===== src/rtl/cw305_pulpino_mailbox.sv =====
// ----------------------------------------------------------------------------
// cw305_pulpino_mailbox
// Crypto-clock-domain mailbox between the host register bank and the PULPino
// core. Host pushes arrive as toggles on ext_flags_i[0] and land in an RX
// FIFO; the core sends one TX byte at a time through a toggle handshake that
// the host acknowledges on ext_flags_i[1].
//
// Optional feature macro: PULPINO_MBOX_IRQ_EN (adds IRQEN register and irq_o).
//
// Ports
//   crypto_clk       sole clock
//   rst_n            asynchronous active-low reset
//   ext_data_i[7:0]  host byte, stable while the host push toggle is in flight
//   ext_flags_i[7:0] [0] host push toggle, [1] host TX-ack toggle
//   pulpino_data_o   TX byte toward host
//   pulpino_flags_o  [0] TX toggle, [1] rx_full, [2] rx_ovf, [3] push-ack toggle
//   core_addr_i      byte address, [3:2] selects RXDATA/TXDATA/STATUS/IRQEN
//   core_wr_i/rd_i   single-cycle write/read strobes
//   core_wdata_i     write data
//   core_rdata_o     read data, valid the cycle after core_rd_i
//   irq_o            interrupt (constant 0 unless PULPINO_MBOX_IRQ_EN)
// ----------------------------------------------------------------------------
module cw305_pulpino_mailbox #(
    parameter int unsigned pDEPTH       = 8,
    parameter int unsigned pSYNC_STAGES = 2
) (
    input  logic        crypto_clk,
    input  logic        rst_n,
    input  logic [7:0]  ext_data_i,
    input  logic [7:0]  ext_flags_i,
    output logic [7:0]  pulpino_data_o,
    output logic [7:0]  pulpino_flags_o,
    input  logic [3:0]  core_addr_i,
    input  logic        core_wr_i,
    input  logic        core_rd_i,
    input  logic [31:0] core_wdata_i,
    output logic [31:0] core_rdata_o,
    output logic        irq_o
);

    localparam int unsigned AW        = $clog2(pDEPTH);
    localparam int unsigned CW        = AW + 1;
    localparam int unsigned PRIME_CYC = pSYNC_STAGES + 1;
    localparam int unsigned PW        = $clog2(PRIME_CYC + 1);

    localparam logic [1:0] A_RXDATA = 2'd0;
    localparam logic [1:0] A_TXDATA = 2'd1;
    localparam logic [1:0] A_STATUS = 2'd2;
    localparam logic [1:0] A_IRQEN  = 2'd3;

    typedef enum logic {
        TX_IDLE,
        TX_WAIT_ACK
    } tx_state_t;

    logic [pSYNC_STAGES-1:0] r_sync_push;
    logic [pSYNC_STAGES-1:0] r_sync_ack;
    logic                    r_prev_push;
    logic                    r_prev_ack;
    logic [PW-1:0]           r_prime_cnt;

    logic [7:0]              r_mem [pDEPTH];
    logic [AW-1:0]           r_wptr;
    logic [AW-1:0]           r_rptr;
    logic [CW-1:0]           r_count;
    logic                    r_ovf;

    tx_state_t               r_tx_state;
    logic [7:0]              r_tx_data;
    logic                    r_tx_flag;
    logic                    r_pa_flag;
    logic                    r_full_flag;
    logic                    r_ovf_flag;
    logic [31:0]             r_rdata;

    logic       w_s_push;
    logic       w_s_ack;
    logic       w_primed;
    logic       w_push_ev;
    logic       w_ack_ev;
    logic [1:0] w_word;
    logic       w_rx_empty;
    logic       w_rx_full;
    logic       w_tx_busy;
    logic       w_pop;
    logic       w_wr_en;
    logic [1:0] w_irqen;
    logic       w_unused;

    assign w_s_push   = r_sync_push[pSYNC_STAGES-1];
    assign w_s_ack    = r_sync_ack[pSYNC_STAGES-1];
    // Sync flops hold reset zeros until the pipeline fills, and prev needs one
    // more cycle to capture the filled value; events are masked until then so a
    // toggle already high before reset is not seen as a push.
    assign w_primed   = (r_prime_cnt == PW'(PRIME_CYC));
    assign w_push_ev  = w_primed & (w_s_push != r_prev_push);
    assign w_ack_ev   = w_primed & (w_s_ack != r_prev_ack);

    assign w_word     = core_addr_i[3:2];
    assign w_rx_empty = (r_count == '0);
    assign w_rx_full  = (r_count == CW'(pDEPTH));
    assign w_tx_busy  = (r_tx_state == TX_WAIT_ACK);
    assign w_pop      = core_rd_i & (w_word == A_RXDATA) & ~w_rx_empty;
    // Full at cycle start drops the push even if a pop frees a slot this cycle.
    assign w_wr_en    = w_push_ev & ~w_rx_full;

    assign w_unused   = ^{core_wdata_i[31:8], core_addr_i[1:0], ext_flags_i[7:2]};

    // Host flag resynchronisation and edge-detect history
    always_ff @(posedge crypto_clk or negedge rst_n) begin
        if (!rst_n) begin
            r_sync_push <= '0;
            r_sync_ack  <= '0;
            r_prev_push <= 1'b0;
            r_prev_ack  <= 1'b0;
            r_prime_cnt <= '0;
        end else begin
            r_sync_push <= {r_sync_push[pSYNC_STAGES-2:0], ext_flags_i[0]};
            r_sync_ack  <= {r_sync_ack[pSYNC_STAGES-2:0], ext_flags_i[1]};
            r_prev_push <= w_s_push;
            r_prev_ack  <= w_s_ack;
            if (!w_primed) begin
                r_prime_cnt <= r_prime_cnt + PW'(1);
            end
        end
    end

    // RX FIFO storage (contents are don't-care after reset)
    always_ff @(posedge crypto_clk) begin
        if (w_wr_en) begin
            r_mem[r_wptr] <= ext_data_i;
        end
    end

    // RX FIFO pointers, occupancy and overflow
    always_ff @(posedge crypto_clk or negedge rst_n) begin
        if (!rst_n) begin
            r_wptr  <= '0;
            r_rptr  <= '0;
            r_count <= '0;
            r_ovf   <= 1'b0;
        end else begin
            if (w_wr_en) begin
                r_wptr <= r_wptr + AW'(1);
            end
            if (w_pop) begin
                r_rptr <= r_rptr + AW'(1);
            end
            case ({w_wr_en, w_pop})
                2'b10:   r_count <= r_count + CW'(1);
                2'b01:   r_count <= r_count - CW'(1);
                default: r_count <= r_count;
            endcase
            // A drop in the same cycle as a clear keeps ovf set.
            if (w_push_ev && w_rx_full) begin
                r_ovf <= 1'b1;
            end else if (core_wr_i && (w_word == A_STATUS) && core_wdata_i[3]) begin
                r_ovf <= 1'b0;
            end
        end
    end

    // TX handshake FSM and host-facing flag registers
    always_ff @(posedge crypto_clk or negedge rst_n) begin
        if (!rst_n) begin
            r_tx_state  <= TX_IDLE;
            r_tx_data   <= 8'h00;
            r_tx_flag   <= 1'b0;
            r_pa_flag   <= 1'b0;
            r_full_flag <= 1'b0;
            r_ovf_flag  <= 1'b0;
        end else begin
            r_full_flag <= w_rx_full;
            r_ovf_flag  <= r_ovf;
            // Push-ack toggles on every push, dropped or not, so the host never stalls.
            if (w_push_ev) begin
                r_pa_flag <= ~r_pa_flag;
            end
            case (r_tx_state)
                TX_IDLE: begin
                    if (core_wr_i && (w_word == A_TXDATA)) begin
                        r_tx_data  <= core_wdata_i[7:0];
                        r_tx_flag  <= ~r_tx_flag;
                        r_tx_state <= TX_WAIT_ACK;
                    end
                end
                TX_WAIT_ACK: begin
                    if (w_ack_ev) begin
                        r_tx_state <= TX_IDLE;
                    end
                end
                default: r_tx_state <= TX_IDLE;
            endcase
        end
    end

`ifdef PULPINO_MBOX_IRQ_EN
    logic [1:0] r_irqen;
    logic       r_irq;

    // Interrupt enable register and registered interrupt
    always_ff @(posedge crypto_clk or negedge rst_n) begin
        if (!rst_n) begin
            r_irqen <= 2'b00;
            r_irq   <= 1'b0;
        end else begin
            if (core_wr_i && (w_word == A_IRQEN)) begin
                r_irqen <= core_wdata_i[1:0];
            end
            r_irq <= (r_irqen[0] & ~w_rx_empty) | (r_irqen[1] & ~w_tx_busy);
        end
    end

    assign w_irqen = r_irqen;
    assign irq_o   = r_irq;
`else
    assign w_irqen = 2'b00;
    assign irq_o   = 1'b0;
`endif

    // Registered read port; holds its value between reads
    always_ff @(posedge crypto_clk or negedge rst_n) begin
        if (!rst_n) begin
            r_rdata <= '0;
        end else if (core_rd_i) begin
            case (w_word)
                A_RXDATA: r_rdata <= w_rx_empty ? 32'h0 : {23'b0, 1'b1, r_mem[r_rptr]};
                A_STATUS: r_rdata <= {16'b0, 8'(r_count), 4'b0, r_ovf, w_tx_busy,
                                      w_rx_full, w_rx_empty};
                A_IRQEN:  r_rdata <= {30'b0, w_irqen};
                default:  r_rdata <= 32'h0;
            endcase
        end
    end

    assign pulpino_data_o  = r_tx_data;
    assign pulpino_flags_o = {4'b0000, r_pa_flag, r_ovf_flag, r_full_flag, r_tx_flag};
    assign core_rdata_o    = r_rdata;

endmodule


===== config.mk =====
export PLATFORM = sky130hd
export DESIGN_NAME = cw305_pulpino_mailbox
export DESIGN_NICKNAME = d
export VERILOG_FILES = /design/src/rtl/cw305_pulpino_mailbox.sv
export SDC_FILE = /design/constraint.sdc
export NUM_CORES = 1
export LEC_CHECK = 0
export CAP_MARGIN = 20
export CORE_ASPECT_RATIO = 0.7
export CORE_MARGIN = 3
export CORE_UTILIZATION = 54
export CTS_CLUSTER_DIAMETER = 50
export DETAILED_ROUTE_END_ITERATION = 12
export GPL_TIMING_DRIVEN = 0
export PLACE_DENSITY = 0.82
export SETUP_SLACK_MARGIN = 0.05
export SYNTH_ARGS = -nofsm -noshare
export SYNTH_HDL_FRONTEND = slang
export SYNTH_SLANG_ARGS = --single-unit

===== constraint.sdc =====
create_clock -name crypto_clk -period 3.9 [get_ports crypto_clk]
set_input_delay 0.78 -clock crypto_clk [delete_from_list [all_inputs] [get_ports crypto_clk]]
set_output_delay 0.78 -clock crypto_clk [all_outputs]
set_load 0.02 [all_outputs]

==> results of run 1 <==
[per-stage QoR]
| step | util, % | hold slack (ps) | setup WS (ps) |
|---|---|---|---|
| finish | 68.9 | 266 | 840 |
| global route | 68.9 | 257 | 683 |
| CTS | 68.9 | 254 | 845 |
| detailed placement | 65.6 | 340 | 521 |
| global placement | 65.3 | 334 | 601 |
| floorplan | - | 331 | 1220 |
[metal layers]
metal	global-route usage, %	share of wire, %	vias up
li1	-	-	1154
met1	25.8	43	1218
met2	30.0	49	68
met3	4.22	6.6	6
met4	7.18	0.97	0
met5	0	0	-
[critical path, cell delays in order]
cell and delay [ps]:
sky130_fd_sc_hd__clkdlybuf4s50_1 470, sky130_fd_sc_hd__or2b_1 240, sky130_fd_sc_hd__or3_1 340, sky130_fd_sc_hd__buf_6 160, sky130_fd_sc_hd__inv_2 120, sky130_fd_sc_hd__ha_1 240
sky130_fd_sc_hd__and4bb_2 250, sky130_fd_sc_hd__a2111oi_0 380, sky130_fd_sc_hd__nor3_1 120, sky130_fd_sc_hd__xor2_1 160
[cells by family (layout without fill, tap and decap cells)]
family                     after synthesis  after routing  synth area share (%)
muxes                                   34             34                  11.7
other                                    1             25                0.0825
and+or+nand+nor                         51             51                  6.53
AOI/OAI and AO/OA                       23             23                  3.50
DFF                                    108            108                  66.5
adders and majority gates                6              6                  1.65
xor gates and xnor gates                13             13                  2.51
buffers and inverters                   48            112                  7.49
[final timing paths]
check	start	to	cells after the start
hold / removal	rst_n	core_rdata_o[6]$_DFFE_PN0P_	1
max in group asynchronous	rst_n	r_wptr[2]$_DFFE_PN0P_	2
min in group crypto_clk	r_sync_ack[0]$_DFF_PN0_	r_sync_ack[1]$_DFF_PN0_	0
hold reg to reg	r_sync_ack[0]$_DFF_PN0_	r_sync_ack[1]$_DFF_PN0_	0
setup reg to reg	r_count[0]$_DFFE_PN0P_	r_count[3]$_DFFE_PN0P_	8
setup / recovery	core_rd_i	r_count[3]$_DFFE_PN0P_	10
[power by group through the flow]
stage	sequential [mW]	combinational [mW]	clock, mW
after floorplan	1.65	0.714	0
after global placement	1.60	1.09	0
after detailed placement	1.62	1.13	0
after CTS	1.60	1.14	0.822
after global routing	1.63	1.21	0.871
final	1.60	1.12	0.799
[area by class of cell]
cell class / count / area share, %
plain buffers: 38 / 5.49
flip-flops and latches: 108 / 54.8
inverters: 10 / 0.680
clock buffers: 13 / 4.54
well taps: 101 / 2.29
repair buffers: 48 / 8.80
clock inverters: 3 / 0.227
multi-input cells: 152 / 23.2
[cell usage in the layout, fill, tap and decap left out, types with 2 or more instances in the layout]
cell / instances
sky130_fd_sc_hd__clkbuf_16: 9
sky130_fd_sc_hd__a21oi_1: 2
sky130_fd_sc_hd__nand2_1: 17
sky130_fd_sc_hd__o221ai_1: 2
sky130_fd_sc_hd__conb_1: 25
sky130_fd_sc_hd__clkbuf_8: 2
sky130_fd_sc_hd__buf_2: 2
sky130_fd_sc_hd__o21ai_0: 7
sky130_fd_sc_hd__edfxtp_1: 64
sky130_fd_sc_hd__o22ai_1: 4
sky130_fd_sc_hd__inv_2: 2
sky130_fd_sc_hd__buf_6: 4
sky130_fd_sc_hd__dfrtp_1: 44
sky130_fd_sc_hd__clkdlybuf4s50_1: 46
sky130_fd_sc_hd__nor2b_1: 6
sky130_fd_sc_hd__ha_1: 6
sky130_fd_sc_hd__clkinv_1: 2
sky130_fd_sc_hd__xnor2_1: 6
sky130_fd_sc_hd__mux2i_1: 10
sky130_fd_sc_hd__nor3_2: 2
sky130_fd_sc_hd__nand3_1: 2
sky130_fd_sc_hd__nor2_1: 9
sky130_fd_sc_hd__xor2_1: 7
sky130_fd_sc_hd__inv_1: 8
sky130_fd_sc_hd__a221o_1: 4
sky130_fd_sc_hd__nand2b_1: 3
sky130_fd_sc_hd__clkbuf_1: 4
sky130_fd_sc_hd__buf_4: 30
sky130_fd_sc_hd__mux4_2: 13
sky130_fd_sc_hd__mux2_2: 10
[flip-flops by register name, summed over array words and instances, names as in the netlist]
| name | flops |
|---|---|
| r_mem | 64 |
| r_tx_state | 1 |
| r_sync_push | 2 |
| r_ovf_flag | 1 |
| r_count | 4 |
| r_ovf | 1 |
| core_rdata_o | 12 |
| r_prev_push | 1 |
| r_full_flag | 1 |
| r_sync_ack | 2 |
| r_wptr | 3 |
| r_pa_flag | 1 |
| r_prev_ack | 1 |
| r_rptr | 3 |
| pulpino_data_o | 8 |
| r_prime_cnt | 2 |
| r_tx_flag | 1 |
==> results.cfg, run 1 <==
[final_layout]
layout.cell_area.non_filler_um2 = 5520
area.sequential_um2 = 3020
final-instance-count-excl-fill = 473
multi_input_comb_area_um2 = 1280
drive_gt1_share_pct = 22.6
fin_nets = 429
insertedDiodeCount = 0
layout.filler_cells = 543
syn2layout_area_growth_pct = 21.5

[hold_path]
class_of_the_tightest_hold_or_removal_check = input port to async pin

[placement]
detailed_place_hpwl_mm = 5.83
placedInstanceArea_um2 = 5260
post_placement_cell_count = 457
input_output_buffers = 47
gp_routability_congestion = 0.744

[critical_path]
worstSetupStartpointType = input port
critPathArrivalTime_ps = 3270
worstSetupPathType = input port to register
regToRegSetupSlack_ps = 1220
critical_path_required_ps = 4110
setup.worst_path.end_class = register
critical_path_peak_fanout = 8

[logic_synthesis]
yosys_most_used_dff = sky130_fd_sc_hd__edfxtp_1
synth_area_leader_cell = sky130_fd_sc_hd__edfxtp_1
synthArstFlopShare_pct = 40.7
synth-edff-count = 64
syn_inst = 284
synth.most_common_cell = sky130_fd_sc_hd__edfxtp_1
syn_area_per_cell_um2 = 16.0
synth_seq_area_share_pct = 66.5
synthDominantCellAreaShare_pct = 42.3
ranking_of_synthesized_cells_by_area = sky130_fd_sc_hd__edfxtp_1 (42%), sky130_fd_sc_hd__dfrtp_1 (24%), sky130_fd_sc_hd__mux4_2 (6.4%), sky130_fd_sc_hd__buf_4 (5.0%), sky130_fd_sc_hd__mux2_2 (2.5%)
ys_warn_count = 0
yosys.cell_types.count = 44
synth.top_cells.by_count = sky130_fd_sc_hd__edfxtp_1 (64), sky130_fd_sc_hd__dfrtp_1 (44), sky130_fd_sc_hd__buf_4 (30)
postSynthRegisterBits = 108
post_synth_instance_area_um2 = 4540

[timing]
setup-violations-final = 0
fin_crit_ps = 3060
grt_setup_unrepaired = false
max-slew-margin-rel_pct = 36.3
setup-tns-final_ps = 0
drv_slew = 0
max_freq_mhz = 327
tightest_slew_ps = 952
finalHoldViolCount = 0
fin_crit_sh_pct = 78.5
fin_worst_skew_ps = 5.71

[pwr]
cellInternalPower_mw = 2.46
power.density_nw_per_um2 = 638
pwr-share-comb_pct = 31.8
design_power_total_mw = 3.52
switching_power_share_of_the_total_pct = 30.1
standby_leakage_power_nw = 2.21
ir_drop_v = 0.000325
seqPwrFrac_pct = 45.5
p_clk_share_pct = 22.7
power.switching_mw = 1.06

[job]
max_cap_viol_count = 0

[die]
dieHeight_um = 82.7
coreArea_um2 = 8010
io_pins = 105
die_x_um = 116
fp.dieArea_um2 = 9570
starting_density_of_the_core_pct = 56.7
placementRows = 27

[grt]
grt_first_pass_wirelength_mm = 13.0
grt_max_degree = 41
global_route.overflow_total = 0
grt_util_all_layers_pct = 18.8
first_global_vias = 2423
antenna_violations_before_repair = 0

[cts]
post_cts_buffers = 0
clock_latency_ps = 330
cts_repair_resize_count = 0
buffer_cell_driving_the_clock_tree_root = sky130_fd_sc_hd__clkbuf_16
cts_max_level = 3
cts_tree = built
cts_hold_buf = 0
cts_buffer_depth = 2
clock-sinks = 108
cts_inserted_buffers = 9
worst_setup_hold_path_clk_slew_ps = 60

[route]
drt_first_pass_iters = 5
vias_per_cell = 5.17
postRouteAntennaNets = 0
drtIter0Drc = 172
drc_errors = 0
avgRoutedWirePerCell_um = 18.1
total_number_of_vias = 2446
drt_wl_total_mm = 8.58

[run_status]
run_status = finished clean
Note: power is estimated with default switching activity, not from simulation.
==> run 2, diff against run 1 <==
- CORE_UTILIZATION: 54 -> 45
- PLACE_DENSITY: 0.82 -> 0.73
- clock period: 3.9 -> 2.5 ns (I/O delays scaled with it)
==> results.cfg, run 2 (synthesis results as in run 1) <==
[pwr]
power.density_nw_per_um2 = 993
standby_leakage_power_nw = 2.28
pwr-share-comb_pct = 33.0
p_clk_share_pct = 23.5
switching_power_share_of_the_total_pct = 31.3
cellInternalPower_mw = 3.92
power.switching_mw = 1.79
seqPwrFrac_pct = 43.6
design_power_total_mw = 5.71
ir_drop_v = 0.000443

[cts]
cts_inserted_buffers = 9
cts_max_level = 3
cts_tree = built
clock_latency_ps = 350
buffer_cell_driving_the_clock_tree_root = sky130_fd_sc_hd__clkbuf_16
worst_setup_hold_path_clk_slew_ps = 70
clock-sinks = 108
cts_buffer_depth = 2

[final_layout]
syn2layout_area_growth_pct = 26.5
multi_input_comb_area_um2 = 1340
layout.filler_cells = 772
largest_register_ffs = 64
area.sequential_um2 = 3020
most-common-layout-cells = sky130_fd_sc_hd__edfxtp_1 (64), sky130_fd_sc_hd__clkdlybuf4s50_1 (44), sky130_fd_sc_hd__dfrtp_1 (43), sky130_fd_sc_hd__buf_4 (42), sky130_fd_sc_hd__conb_1 (25)
drive_gt1_share_pct = 28.3
insertedDiodeCount = 0
layout.cells.most_common = sky130_fd_sc_hd__edfxtp_1
fin_nets = 442
regMostFlops = r_mem

[timing]
finalHoldViolCount = 0
drv_slew = 0
fin_worst_skew_ps = 9.58
tightest_slew_ps = 991
fin_crit_ps = 2400
max_freq_mhz = 417
grt_setup_unrepaired = false
setup-violations-final = 0
max-slew-margin-rel_pct = 33.7
fin_crit_sh_pct = 95.9
whs_ps = 353

[die]
dieHeight_um = 90.1
fp.dieArea_um2 = 11400
io_pins = 105
die_x_um = 126
starting_density_of_the_core_pct = 46.6
coreArea_um2 = 9760
placementRows = 30

[grt]
antenna_violations_before_repair = 0
grt_first_pass_wirelength_mm = 13.6
first_global_vias = 2475
grt_max_degree = 40
global_route.overflow_total = 0
grt_util_all_layers_pct = 15.8

[critical_path]
worstSetupPathType = register to register
critical_path_required_ps = 2720
critical_path_peak_fanout = 8
worstSetupStartpointType = register
crit_path_start = r_count[1]$_DFFE_PN0P_
worst_r2r_startpoint = r_count[1]$_DFFE_PN0P_
setup.worst_path.end_class = register
critPathArrivalTime_ps = 2620

[route]
vias_per_cell = 4.90
drtIter0Drc = 231
avgRoutedWirePerCell_um = 17.2
postRouteAntennaNets = 0
total_number_of_vias = 2514
drt_wl_total_mm = 8.80
drt_first_pass_iters = 4
drc_errors = 0

[job]
max_cap_viol_count = 0

[placement]
input_output_buffers = 47
detailed_place_hpwl_mm = 5.87
gp_routability_congestion = 0.727

[hold_path]
worstHoldStart = r_sync_push[0]$_DFF_PN0_
class_of_the_tightest_hold_or_removal_check = register to register

[run_status]
run_status = finished clean
-- run 2: final cells by class --
type / count / share of cell area [%]
timing repair buffer: 61 / 10.2
clock buffer: 9 / 3.92
buffer: 38 / 5.27
inverter: 10 / 0.827
multi-input combinational: 152 / 23.3
tap: 128 / 2.79
sequential: 108 / 52.6
clock inverter: 7 / 1.09
-- run 2: repair_timing --
| item | 4_1_cts | 5_1_grt |
|---|---|---|
| pin swaps | 7 | 5 |
| resized for setup | 15 | 3 |
| hold buffers | 1 | 0 |
| endpoints found under the hold margin | 5 | 0 |
| gates cloned | 0 | 0 |
| setup endpoints to repair | 3 | 3 |
| setup buffers | 4 | 8 |
-- run 2: metrics by stage --
| stage | TNS (ps) | utilization (%) | setup WS (ps) | cells | area, um^2 |
|---|---|---|---|---|---|
| 4_1_cts | 0 | 58.2 | 50.6 | 505 | 5680 |
| 2_1_floorplan | 0 | - | 60.6 | 308 | 4630 |
| 5_1_grt | 0 | 58.9 | 14.5 | 513 | 5750 |
| 3_3_place_gp | -19850 | 53.9 | -538 | 483 | 5260 |
| 6_report | 0 | 58.9 | 101 | 513 | 5750 |
| 3_5_place_dp | -1480 | 54.2 | -600 | 484 | 5290 |
-- run 2: path summary, 6_finish.rpt --
path                                                to  depth (start not counted)  slack [ps]
max                             r_count[3]$_DFFE_PN0P_                          9         100
min                           r_sync_push[1]$_DFF_PN0_                          0         350
max reg2reg                     r_count[3]$_DFFE_PN0P_                          9         100
min reg2reg                   r_sync_push[1]$_DFF_PN0_                          0         350
max in group asynchronous       r_count[0]$_DFFE_PN0P_                          3        1500
min in group asynchronous  core_rdata_o[7]$_DFFE_PN0P_                          2         530
-- run 2: layer usage --
metal	global-route usage [%]	share of wire, %	up-vias
met5	0	0	-
met4	4.91	1.0	0
met3	4.33	7.2	6
met2	24.3	48	76
met1	22.0	44	1253
li1	-	-	1179
-- run 2: power groups by stage --
stage               combinational (mW)  sequential [mW]  clock, mW
floorplan                         1.11             2.57          0
global placement                  1.71             2.50          0
detailed placement                1.75             2.53          0
CTS                               1.80             2.50       1.37
global route                      2.02             2.53       1.46
finish                            1.88             2.49       1.34
-- run 2: critical path: stages, from the launching register on --
cell	delay [ps]
sky130_fd_sc_hd__dfrtp_1	380
sky130_fd_sc_hd__buf_6	140
sky130_fd_sc_hd__or4b_4	540
sky130_fd_sc_hd__and3_4	220
sky130_fd_sc_hd__inv_4	80
sky130_fd_sc_hd__ha_4	130
sky130_fd_sc_hd__and4bb_2	250
sky130_fd_sc_hd__a2111oi_4	280
sky130_fd_sc_hd__nor3_1	100
sky130_fd_sc_hd__xor2_1	150
